$ cat src/rtl/rgst_deser.sv
`default_nettype none
// ============================================================================
//  Module      : rgst_deser
//  Description : Reader-side controller for a shifting register. Drives the
//                register's shift-left (MSB-first) or shift-right (LSB-first)
//                enable for w cycles. Captures the serial bit presented on the
//                register's msb/lsb output and rebuilds the word in its
//                original bit order. Offers the word downstream through a
//                valid/ready handshake.
//  Options     : `define RGST_DESER_HOLD_EN adds a 'hold' input that pauses
//                a running transfer without losing collected bits.
//  Revision    : 1.0  initial release
// ============================================================================
module rgst_deser #(
  parameter int w  = 8,   // word width, must equal the source register width
  parameter int CW = 4    // bit-counter width, 2**CW > w
) (
  input  logic          clk,
  input  logic          rst_b,
  input  logic          clr,
  input  logic          start,
  input  logic          dir,
  input  logic          bit_in,
  input  logic          out_rdy,
`ifdef RGST_DESER_HOLD_EN
  input  logic          hold,
`endif
  output logic          shl,
  output logic          shr,
  output logic [w-1:0]  q,
  output logic          q_vld,
  output logic          busy,
  output logic [CW-1:0] cnt
);

  typedef enum logic [1:0] {
    S_IDLE = 2'd0,
    S_RUN  = 2'd1,
    S_DONE = 2'd2
  } state_t;

  localparam logic [CW-1:0] CNT_LAST = CW'(w - 1);
  localparam logic [CW-1:0] CNT_ONE  = CW'(1);

  state_t        state_q;
  logic          dir_q;
  logic [w-1:0]  word_q;
  logic [CW-1:0] cnt_q;
  logic          vld_q;
  logic          adv;

  // A bit moves this cycle only while running (and not paused, when enabled)
`ifdef RGST_DESER_HOLD_EN
  assign adv = (state_q == S_RUN) && !hold;
`else
  assign adv = (state_q == S_RUN);
`endif

  // Shift enables follow the latched direction; they can never both be high
  assign shl   = adv && !dir_q;
  assign shr   = adv &&  dir_q;
  assign q     = word_q;
  assign q_vld = vld_q;
  assign cnt   = cnt_q;
  assign busy  = (state_q != S_IDLE);

  // Transfer FSM: reset, then clear, then normal sequencing
  always_ff @(posedge clk or negedge rst_b) begin
    if (!rst_b) begin
      state_q <= S_IDLE;
      dir_q   <= 1'b0;
      word_q  <= '0;
      cnt_q   <= '0;
      vld_q   <= 1'b0;
    end else if (clr) begin
      state_q <= S_IDLE;
      word_q  <= '0;
      cnt_q   <= '0;
      vld_q   <= 1'b0;
    end else begin
      case (state_q)
        S_IDLE: begin
          if (start) begin
            dir_q   <= dir;
            word_q  <= '0;
            cnt_q   <= '0;
            state_q <= S_RUN;
          end
        end
        S_RUN: begin
          if (adv) begin
            // MSB-first fills from the right, LSB-first fills from the left,
            // so the word lands in its original order either way
            if (dir_q) begin
              word_q <= {bit_in, word_q[w-1:1]};
            end else begin
              word_q <= {word_q[w-2:0], bit_in};
            end
            cnt_q <= cnt_q + CNT_ONE;
            if (cnt_q == CNT_LAST) begin
              state_q <= S_DONE;
              vld_q   <= 1'b1;
            end
          end
        end
        S_DONE: begin
          // Word stays in q after hand-off; only the valid flag drops
          if (out_rdy) begin
            state_q <= S_IDLE;
            vld_q   <= 1'b0;
            cnt_q   <= '0;
          end
        end
        default: begin
          state_q <= S_IDLE;
          vld_q   <= 1'b0;
          cnt_q   <= '0;
        end
      endcase
    end
  end

endmodule
`default_nettype wire

$ cat config.mk
export PLATFORM = sky130hd
export DESIGN_NAME = rgst_deser
export DESIGN_NICKNAME = d
export VERILOG_FILES = /design/src/rtl/rgst_deser.sv
export SDC_FILE = /design/constraint.sdc
export NUM_CORES = 1
export LEC_CHECK = 0
export BUFFER_PORTS_ARGS = -buffer_cell sky130_fd_sc_hd__buf_4
export CAP_MARGIN = 15
export CORE_MARGIN = 2
export CORE_UTILIZATION = 44
export CTS_CLUSTER_SIZE = 28
export DETAILED_ROUTE_END_ITERATION = 12
export GPL_TIMING_DRIVEN = 0
export PLACE_DENSITY = 0.81
export SYNTH_ARGS = -nofsm -noshare
export SYNTH_HDL_FRONTEND = slang
export SYNTH_SLANG_ARGS = --single-unit
$ cat constraint.sdc
create_clock -name clk -period 1.5 [get_ports clk]
set_clock_uncertainty 0.2 [all_clocks]
set_input_delay 0.3 -clock clk [delete_from_list [all_inputs] [get_ports clk]]
set_output_delay 0.3 -clock clk [all_outputs]
set_load 0.02 [all_outputs]
==> metrics.cfg, run 1 <==
[status]
outcome = finished with violations
violations = negative setup slack

[routing]
wl_per_cell_um = 14.27
ant_nets = 0
vias = 643
first_iter_violations = 7
drt-total-wl_um = 1770
via_per_inst = 5.185
drc = 0
dr.pass1.iters = 4

[flow_run]
maxCapViolations = 0

[synthesis]
synth-edff-count = 0
yosys_warnings = 0
yosysUniqueCellTypes = 26
synth.top_cell.area_share_pct = 49.84
ys_seq_area_share_pct = 49.84
async_flop_share_pct = 100.0
synth.area.top_cells = dfrtp_1 50%, mux2i_1 10%, o2bb2ai_1 8.7%
synth_nets = 70
dominantRegCellSynth = dfrtp_1
syn_avg_cell_area_um2 = 12.96
synthTopCellsByCount = 16 x dfrtp_1, 8 x mux2i_1, 8 x o2bb2ai_1, 3 x inv_1, 3 x nor3b_1
syn_area_um2 = 803.3
synth_top_area_cell = dfrtp_1
synth_cells = 62
ys_ff_latch = 16
yosysMostFrequentCell = dfrtp_1

[setup_path]
crit_top_cell = buf_6
critPathArrivalTime_ns = 1.67
worstSetupEndpointType = flip-flop
crit_chain = buf_6 > or3b_4 > buf_6 > nor3b_2 > a211o_2
r2r-start = state_q[1]
critPathMaxStageDelay_ns = 0.45
crit_family = simple AND/OR/NAND/NOR gates
ff2ff_path_depth = 5
reg2reg_to = cnt[2]
critPathBufInv = 2
crit_slowest_cell = dfrtp_2
cp_num_cells = 5
worstPathMaxFanout = 5
ff2ff_setup_slack_ns = -0.14
start_kind = flip-flop
critical_path_class = flip-flop to flip-flop
required_ns = 1.53

[place]
dp.cells = 109
dp_hpwl_um = 1125
place_area_mm2 = 0.001023
io_buffers = 22
gp_congestion = 0.7686
place_ws_ns = -0.06555

[sta]
finalWorstSetupSlack_ns = -0.1432
fin_crit_sh_pct = 109.5
worstMarginPinSlew_ns = 0.4214
setup_viol = 18
fmax_ghz = 0.6086
drv_slew = 0
max-slew-margin-rel_pct = 71.91
fin_hold_ws_ns = 0.04600
fin_crit_ns = 1.643
finalHoldViolCount = 0
grt_setup_unrepaired = yes

[floorplan]
rows = 15
initial_utilization_pct = 46.52
die_h_um = 46.73
pin_count = 23
core_area_mm2 = 0.001727
chipWidth_um = 46.73
die-area_mm2 = 0.002183

[clock_network]
insertion_delay_ns = 0.28
cts_tree = built
clk_pin_slew_ns = 0.09
clockBufferDepth = 2
cts.sinks = 16
cts-root-buf = clkbuf_4
cts_made_buffers = 3
htree_levels = 1

[min_path]
min_from = dir
holdPathStages = 2
hold_path_class = input pin to flip-flop
hold_end = dir_q

[finish]
multi_input_area_um2 = 480.5
drive_gt1_share_pct = 61.62
stdcell_count = 124
num_antenna_cells = 0
register_area_um2 = 402.9
fillers = 123
fin_area_mm2 = 0.001255
fin_nets = 108
area_growth_syn_to_layout_pct = 56.23

[grt]
antenna_found_initial = 0
grt_pass1_vias = 595
grt_max_degree = 17
grt_pass1_wl_um = 2615
grt_overflow = 0
track_usage_pct = 17.86

[power_and_ir_drop]
power_density_mw_per_mm2 = 765.8
p_leak_nw = 0.5936
max-vdd-ir-drop_mv = 0.5172

-- area by class of cell --
cell class / instances / area share [%]
plain buffers: 1 / 0.8973
clock buffers: 4 / 2.891
inverters: 3 / 1.097
multi-input cells: 41 / 38.29
flip-flops and latches: 16 / 32.10
well taps: 25 / 2.493
repair buffers: 34 / 22.23
-- placed cells by master, fill, tap and decap left out, types with 2 or more instances in the layout --
master and n:
dfrtp_2 2, o2bb2ai_1 4, mux2_4 2, a22o_1 2
buf_4 28, clkbuf_4 3, nor3b_2 3, dfrtp_1 14
o2bb2ai_4 3, mux2i_1 8, buf_6 4
-- layer usage --
metal / track usage [%] / vias to the layer above / part of all wire [%]
met3: 4.706 / 7 / 4.2
met2: 28.89 / 16 / 50
met5: 0 / - / 0
met4: 10.00 / 0 / 2.7
met1: 21.57 / 308 / 43
li1: - / 312 / -
-- cells by family (layout without fill, tap and decap cells) --
logic type / Yosys count / after routing / share of synthesized area [%]
multiplexers: 10 / 10 / 12.77
XOR/XNOR: 1 / 1 / 1.091
AND/OR/NAND/NOR: 12 / 12 / 10.75
AO/OA/AOI/OAI: 17 / 17 / 20.72
buffers and inverters: 5 / 42 / 3.270
flip-flops: 16 / 16 / 49.84
adder cells (fa/ha/maj): 1 / 1 / 1.557
-- repair_timing --
item	CTS	global route
setup buffers	8	2
pin swaps	4	0
hold buffers	1	0
endpoints found under the setup margin	10	18
gates cloned	1	0
gates resized for setup	13	7
endpoints found under the hold margin	16	0
-- power breakdown --
part	total (mW)	internal, mW	switching, mW
clock	0.281	0.148	0.133
sequential	0.459	0.444	0.0154
combinational	0.221	0.117	0.104
total	0.961	0.708	0.253
-- worst max path at each step --
stage / startpoint / to / slack (ns)
floorplan: state_q[1] / dir_q / -0.06
global placement: state_q[1] / dir_q / -0.07
detailed placement: state_q[1] / dir_q / -0.07
CTS: state_q[1] / busy / -0.14
global route: state_q[1] / q_vld / -0.18
finish: state_q[1] / cnt[2] / -0.14
-- state kept, by name, summed over array words and instances (netlist names) --
signal,cells
q_vld,1
q,8
dir_q,1
state_q,2
cnt,4
-- per-stage QoR --
| stage | power [mW] | utilization (%) | TNS (ns) |
|---|---|---|---|
| after floorplan | 0.5712 | - | -0.06364 |
| after global placement | 0.6265 | 59.28 | -0.2092 |
| after detailed placement | 0.6295 | 59.28 | -0.2573 |
| after CTS | 0.9517 | 68.55 | -1.184 |
| after global routing | 1.010 | 72.68 | -2.203 |
| final | 0.9611 | 72.68 | -1.619 |
(Power assumes the default switching activity.)
==> run 2, diff against run 1 <==
--- a/config.mk
+++ b/config.mk
@@ -11,7 +11,6 @@
 export CORE_UTILIZATION = 44
 export CTS_CLUSTER_SIZE = 28
 export DETAILED_ROUTE_END_ITERATION = 12
-export GPL_TIMING_DRIVEN = 0
 export PLACE_DENSITY = 0.81
 export SYNTH_ARGS = -nofsm -noshare
 export SYNTH_HDL_FRONTEND = slang
==> metrics.cfg, run 2 (synthesized netlist as in run 1, its figures left out) <==
[place]
dp.cells = 114  ; +4.6%
dp_hpwl_um = 1288  ; +15%
gp_congestion = 0.7808  ; +1.6%
io_buffers = 22  ; unchanged
place_ws_ns = -0.01188  ; +0.05367 ns

[power_and_ir_drop]
switchingPower_uw = 248.5  ; -1.7%
netSwitchingFraction_pct = 26.48  ; +0.19 points
p_leak_nw = 0.5756  ; -3.0%
seqPwrFrac_pct = 48.7  ; +0.9 points
intPower_uw = 689.8  ; -2.6%
power_frac_clock_pct = 30.7  ; +1.5 points
combPwrFrac_pct = 20.6  ; -2.4 points
power_density_mw_per_mm2 = 790.2  ; +3.2%
p_total_uw = 938.3  ; -2.4%
max-vdd-ir-drop_mv = 0.5993  ; +16%

[sta]
max-slew-margin-rel_pct = 72.70  ; +0.79 points
fin_crit_sh_pct = 110.3  ; +0.77 points
finalWorstSetupSlack_ns = -0.1548  ; -0.01154 ns
grt_setup_unrepaired = yes
finalSetupTns_ns = -0.9385  ; +0.6808 ns
worstMarginPinSlew_ns = 0.4095  ; -0.01185 ns
drv_slew = 0  ; unchanged
fmax_ghz = 0.6043  ; -0.70%
setup_viol = 17  ; -1
fin_crit_ns = 1.655  ; +0.01154 ns
finalHoldViolCount = 0  ; unchanged

[clock_network]
cts.sinks = 16  ; unchanged
cts-root-buf = clkbuf_4
insertion_delay_ns = 0.29  ; about the same
cts_tree = built
clk_pin_slew_ns = 0.10  ; about the same
clockBufferDepth = 2  ; unchanged
htree_levels = 1  ; unchanged
cts_made_buffers = 3  ; unchanged

[setup_path]
critical_path_class = flip-flop to output pin
worstPathMaxFanout = 4  ; -1
start_kind = flip-flop
crit_chain = buf_6 > nor3b_2 > buf_4
critPathArrivalTime_ns = 1.15  ; -0.52 ns
required_ns = 1.00  ; -0.53 ns
critPathBufInv = 2  ; unchanged
critPathMaxStageDelay_ns = 0.44  ; about the same
crit_family = flip-flops
crit_slowest_cell = dfrtp_2
worstSetupEndpointType = output pin

[routing]
wl_per_cell_um = 15.51  ; +8.7%
dr.pass1.iters = 5  ; +1
vias = 628  ; -2.3%
ant_nets = 0  ; unchanged
wl_met3_um = 60  ; -20%
highest_layer = met4
drc = 0  ; unchanged
drt-total-wl_um = 1877  ; +6.0%
wl_met1_um = 791  ; +2.9%
first_iter_violations = 3  ; -4
route.met2.wl_um = 1005  ; +15%
via_per_inst = 5.190  ; about the same

[grt]
grt_pass1_vias = 622  ; +4.5%
track_usage_pct = 19.34  ; +1.5 points
antenna_found_initial = 0  ; unchanged
grt_overflow = 0  ; unchanged
grt_max_degree = 17  ; unchanged
grt_pass1_wl_um = 2829  ; +8.2%

[finish]
final_common_cell = buf_4
area_growth_syn_to_layout_pct = 47.82
layout_common_cells = 27 x buf_4, 14 x dfrtp_1, 8 x mux2i_1, 5 x o2bb2ai_1, 4 x buf_6
final_util_pct = 68.77  ; -3.9 points
fin_nets = 105  ; -2.8%
drive_gt1_share_pct = 58.33  ; -3.3 points
num_antenna_cells = 0  ; unchanged
multi_input_area_um2 = 447.9  ; -6.8%
stdcell_count = 121  ; -2.4%
register_area_um2 = 402.9  ; unchanged
largest_reg_flops = 8  ; unchanged
fillers = 126  ; +2.4%

[min_path]
hold_path_class = input pin to flip-flop

[flow_run]
maxCapViolations = 0  ; unchanged

[status]
outcome = finished with violations
violations = negative setup slack

[floorplan]
die-area_mm2 = 0.002183  ; unchanged
initial_utilization_pct = 46.52  ; unchanged
core_area_mm2 = 0.001727  ; unchanged
rows = 15  ; unchanged
chipWidth_um = 46.73  ; unchanged
pin_count = 23  ; unchanged
die_h_um = 46.73  ; unchanged

[run 2: cell types whose count changed in the layout (fill, tap and decap cells not counted), sizes merged]
cell,delta
buf,-3
[run 2: layer usage]
layer  GRT usage, %  vias up
li1               -      303
met1          21.67      306
met2          35.56       17
met3          2.353        2
met4          10.00        0
met5              0        -
[run 2: path summary, 6_finish.rpt]
check | from | slack, ns | cells after the start | end
max | state_q[1] | -0.15 | 3 | shr
min | dir | 0.05 | 2 | dir_q
max reg2reg | state_q[1] | -0.10 | 5 | cnt[0]
min reg2reg | q[0] | 0.33 | 1 | q[0]
max in group asynchronous | rst_b | 0.70 | 2 | cnt[3]
min in group asynchronous | rst_b | 0.20 | 2 | state_q[1]
[run 2: repair_timing]
| action | CTS | global route |
|---|---|---|
| gates resized for setup | 8 | 8 |
| endpoints found under the setup margin | 8 | 19 |
| buffers inserted | 3 | 1 |
| pin swaps | 7 | 1 |
| endpoints found under the hold margin | 16 | 0 |
| hold buffers | 1 | 0 |
[run 2: per-stage QoR]
step / hold slack (ns) / instance area [um2]
2_1_floorplan: -0.1956 / 827.0
5_1_grt: 0.02210 / 1187
6_report: 0.04638 / 1187
3_5_place_dp: -0.02933 / 1072
4_1_cts: 0.03368 / 1156
3_3_place_gp: -0.02920 / 1072
[run 2: layout make-up]
class / instances / share of cell area (%)
inverter: 3 / 0.9484
multi-input combinational: 41 / 37.72
tap: 25 / 2.634
clock buffer: 4 / 3.056
sequential: 16 / 33.93
timing repair buffer: 32 / 21.71
[run 2: power groups by stage]
stage               clock, mW  sequential [mW]  combinational [mW]
floorplan                   0            0.470               0.101
global placement            0            0.464               0.172
detailed placement          0            0.465               0.176
CTS                     0.293            0.456               0.188
global route            0.319            0.458               0.206
finish                  0.288            0.457               0.193
[run 2: worst reg2reg max path: cells and delay by family, from the launching register on]
| kind | cells | cell delay [ns] |
|---|---|---|
| compound gates | 1 | 0.44 |
| buf+inv | 2 | 0.23 |
| flops | 1 | 0.40 |
| mux | 1 | 0.23 |
| simple gates | 1 | 0.04 |
==> run 3, diff against run 2 <==
--- a/config.mk
+++ b/config.mk
@@ -12,6 +12,8 @@
 export CTS_CLUSTER_SIZE = 28
 export DETAILED_ROUTE_END_ITERATION = 12
 export PLACE_DENSITY = 0.81
+export SETUP_SLACK_MARGIN = 0.4
+export SLEW_MARGIN = 20
 export SYNTH_ARGS = -nofsm -noshare
 export SYNTH_HDL_FRONTEND = slang
 export SYNTH_SLANG_ARGS = --single-unit
==> metrics.cfg, run 3 (synthesized netlist as in run 1, its figures left out) <==
[power_and_ir_drop]
netSwitchingFraction_pct = 28.66  ; +2.2 points
switchingPower_uw = 266.8  ; +7.4%
power_density_mw_per_mm2 = 653.8  ; -17%
intPower_uw = 664.2  ; -3.7%
max-vdd-ir-drop_mv = 0.5337  ; -11%
combPwrFrac_pct = 24.3  ; +3.7 points
power_frac_clock_pct = 26.5  ; -4.2 points
seqPwrFrac_pct = 49.2  ; +0.5 points
p_leak_nw = 0.6894  ; +20%

[grt]
grt_pass1_vias = 750  ; +21%
grt_max_degree = 17  ; unchanged
grt_overflow = 0  ; unchanged
antenna_found_initial = 0  ; unchanged
track_usage_pct = 24.24  ; +4.9 points
grt_pass1_wl_um = 3594  ; +27%

[finish]
fin_nets = 120  ; +14%
area_growth_syn_to_layout_pct = 77.26
layout_common_cells = 27 x buf_4, 17 x buf_6, 11 x dfrtp_1, 8 x mux2i_1, 8 x o2bb2ai_2
fillers = 97  ; -23%
num_antenna_cells = 0  ; unchanged
drive_gt1_share_pct = 73.87  ; +16 points
largest_reg_flops = 8  ; unchanged
final_common_cell = buf_4

[setup_path]
worstSetupEndpointType = output pin
critical_path_class = flip-flop to output pin
crit_slowest_cell = dfrtp_2
critPathMaxStageDelay_ns = 0.45  ; about the same
required_ns = 1.00  ; about the same
critPathArrivalTime_ns = 1.18  ; +0.03 ns
critPathBufInv = 2  ; unchanged
crit_chain = buf_6 > nor3b_2 > buf_4
crit_family = flip-flops
worstPathMaxFanout = 4  ; unchanged
start_kind = flip-flop

[status]
violations = negative setup slack
outcome = finished with violations

[sta]
worstMarginPinSlew_ns = 0.3942  ; -0.01531 ns
finalHoldViolCount = 0  ; unchanged
finalWorstSetupSlack_ns = -0.1777  ; -0.02292 ns
fin_crit_sh_pct = 111.8  ; +1.5 points
fin_hold_ws_ns = 0.05133  ; +0.004952 ns
grt_setup_unrepaired = yes
fmax_ghz = 0.5961  ; -1.4%
fin_crit_ns = 1.678  ; +0.02292 ns
setup_viol = 18  ; +1
max-slew-margin-rel_pct = 73.72  ; +1.0 points
drv_slew = 0  ; unchanged

[floorplan]
core_area_mm2 = 0.001727  ; unchanged
pin_count = 23  ; unchanged
die_h_um = 46.73  ; unchanged
die-area_mm2 = 0.002183  ; unchanged
rows = 15  ; unchanged
initial_utilization_pct = 46.52  ; unchanged
chipWidth_um = 46.73  ; unchanged

[routing]
ant_nets = 0  ; unchanged
dr.pass1.iters = 4  ; -1
via_per_inst = 5.221  ; +0.59%
drt-total-wl_um = 2261  ; +20%
first_iter_violations = 5  ; +2
drc = 0  ; unchanged
vias = 710  ; +13%
wl_per_cell_um = 16.63  ; +7.2%

[place]
io_buffers = 22  ; unchanged
gp_congestion = 0.8103  ; +3.8%
dp_hpwl_um = 1314  ; +2.0%
place_ws_ns = -0.07306  ; -0.06117 ns

[min_path]
hold_path_class = input pin to flip-flop

[flow_run]
maxCapViolations = 0  ; unchanged

[clock_network]
cts-root-buf = clkbuf_4
clk_pin_slew_ns = 0.10  ; about the same
cts_tree = built
cts_made_buffers = 3  ; unchanged
cts.sinks = 16  ; unchanged
insertion_delay_ns = 0.29  ; about the same
htree_levels = 1  ; unchanged
clockBufferDepth = 2  ; unchanged

==> run 3: changes by cell type in the layout (fill, tap and decap cells not counted), sizes merged <==
cell	delta
buf	+15
==> run 3: path summary, 6_finish.rpt <==
check                           startpoint    endpoint  slack, ns  cells past startpoint
max in group asynchronous            rst_b  state_q[1]       0.71                      2
worst max register to register  state_q[1]        q[6]      -0.10                      4
worst max-delay path            state_q[1]         shr      -0.18                      3
worst min-delay path                   dir       dir_q       0.05                      2
worst min register to register      cnt[1]      cnt[1]       0.39                      1
min in group asynchronous            rst_b        q[4]       0.19                      2
==> run 3: area by class of cell <==
| cell class | instances | area, um2 | area share [%] |
|---|---|---|---|
| clock buffer | 4 | 26.28 | 1.845 |
| inverter | 3 | 11.26 | 0.7909 |
| multi-input combinational | 41 | 504.2 | 35.41 |
| sequential | 16 | 406.6 | 28.56 |
| tap | 25 | 31.28 | 2.197 |
| timing repair buffer | 47 | 444.2 | 31.19 |
==> run 3: power groups by stage <==
stage               Combinational [mW]  Sequential (mW)  Clock, mW
floorplan                        0.112            0.473          0
global placement                 0.187            0.467          0
detailed placement               0.191            0.468          0
CTS                              0.222            0.458      0.242
global route                     0.241            0.460      0.274
finish                           0.226            0.458      0.247
==> run 3: timing repair <==
item,in CTS,in global routing
setup buffers,14,3
hold buffers,1,0
hold endpoints to repair,16,0
gates cloned,0,0
endpoints found under the setup margin,32,32
pin swaps,7,5
gates resized for setup,25,1
==> run 3: worst reg2reg max path: cells and delay by family, from the launching register on <==
family | cells | cell delay (ns)
simple gates | 1 | 0.45
flops | 1 | 0.45
compound gates | 1 | 0.11
buf+inv | 2 | 0.33
==> run 3: metal layers <==
layer	routed length, um	GRT usage, %	up-vias
met5	0	0	-
met4	12	8.333	0
met3	53	3.529	2
met2	1199	41.67	14
met1	996	31.20	354
li1	-	-	340
==> run 3: per-stage QoR <==
| step | total power [mW] | std cells | cell area, um2 | util (%) | TNS, ns |
|---|---|---|---|---|---|
| after floorplan | 0.5846 | 62 | 907.1 | - | -0.08465 |
| after global placement | 0.6537 | 114 | 1161 | 67.25 | -0.01465 |
| after detailed placement | 0.6594 | 114 | 1161 | 67.25 | -0.07829 |
| after CTS | 0.9212 | 133 | 1401 | 81.16 | -1.623 |
| after global routing | 0.9742 | 136 | 1424 | 82.46 | -2.615 |
| final | 0.9310 | 136 | 1424 | 82.46 | -1.730 |
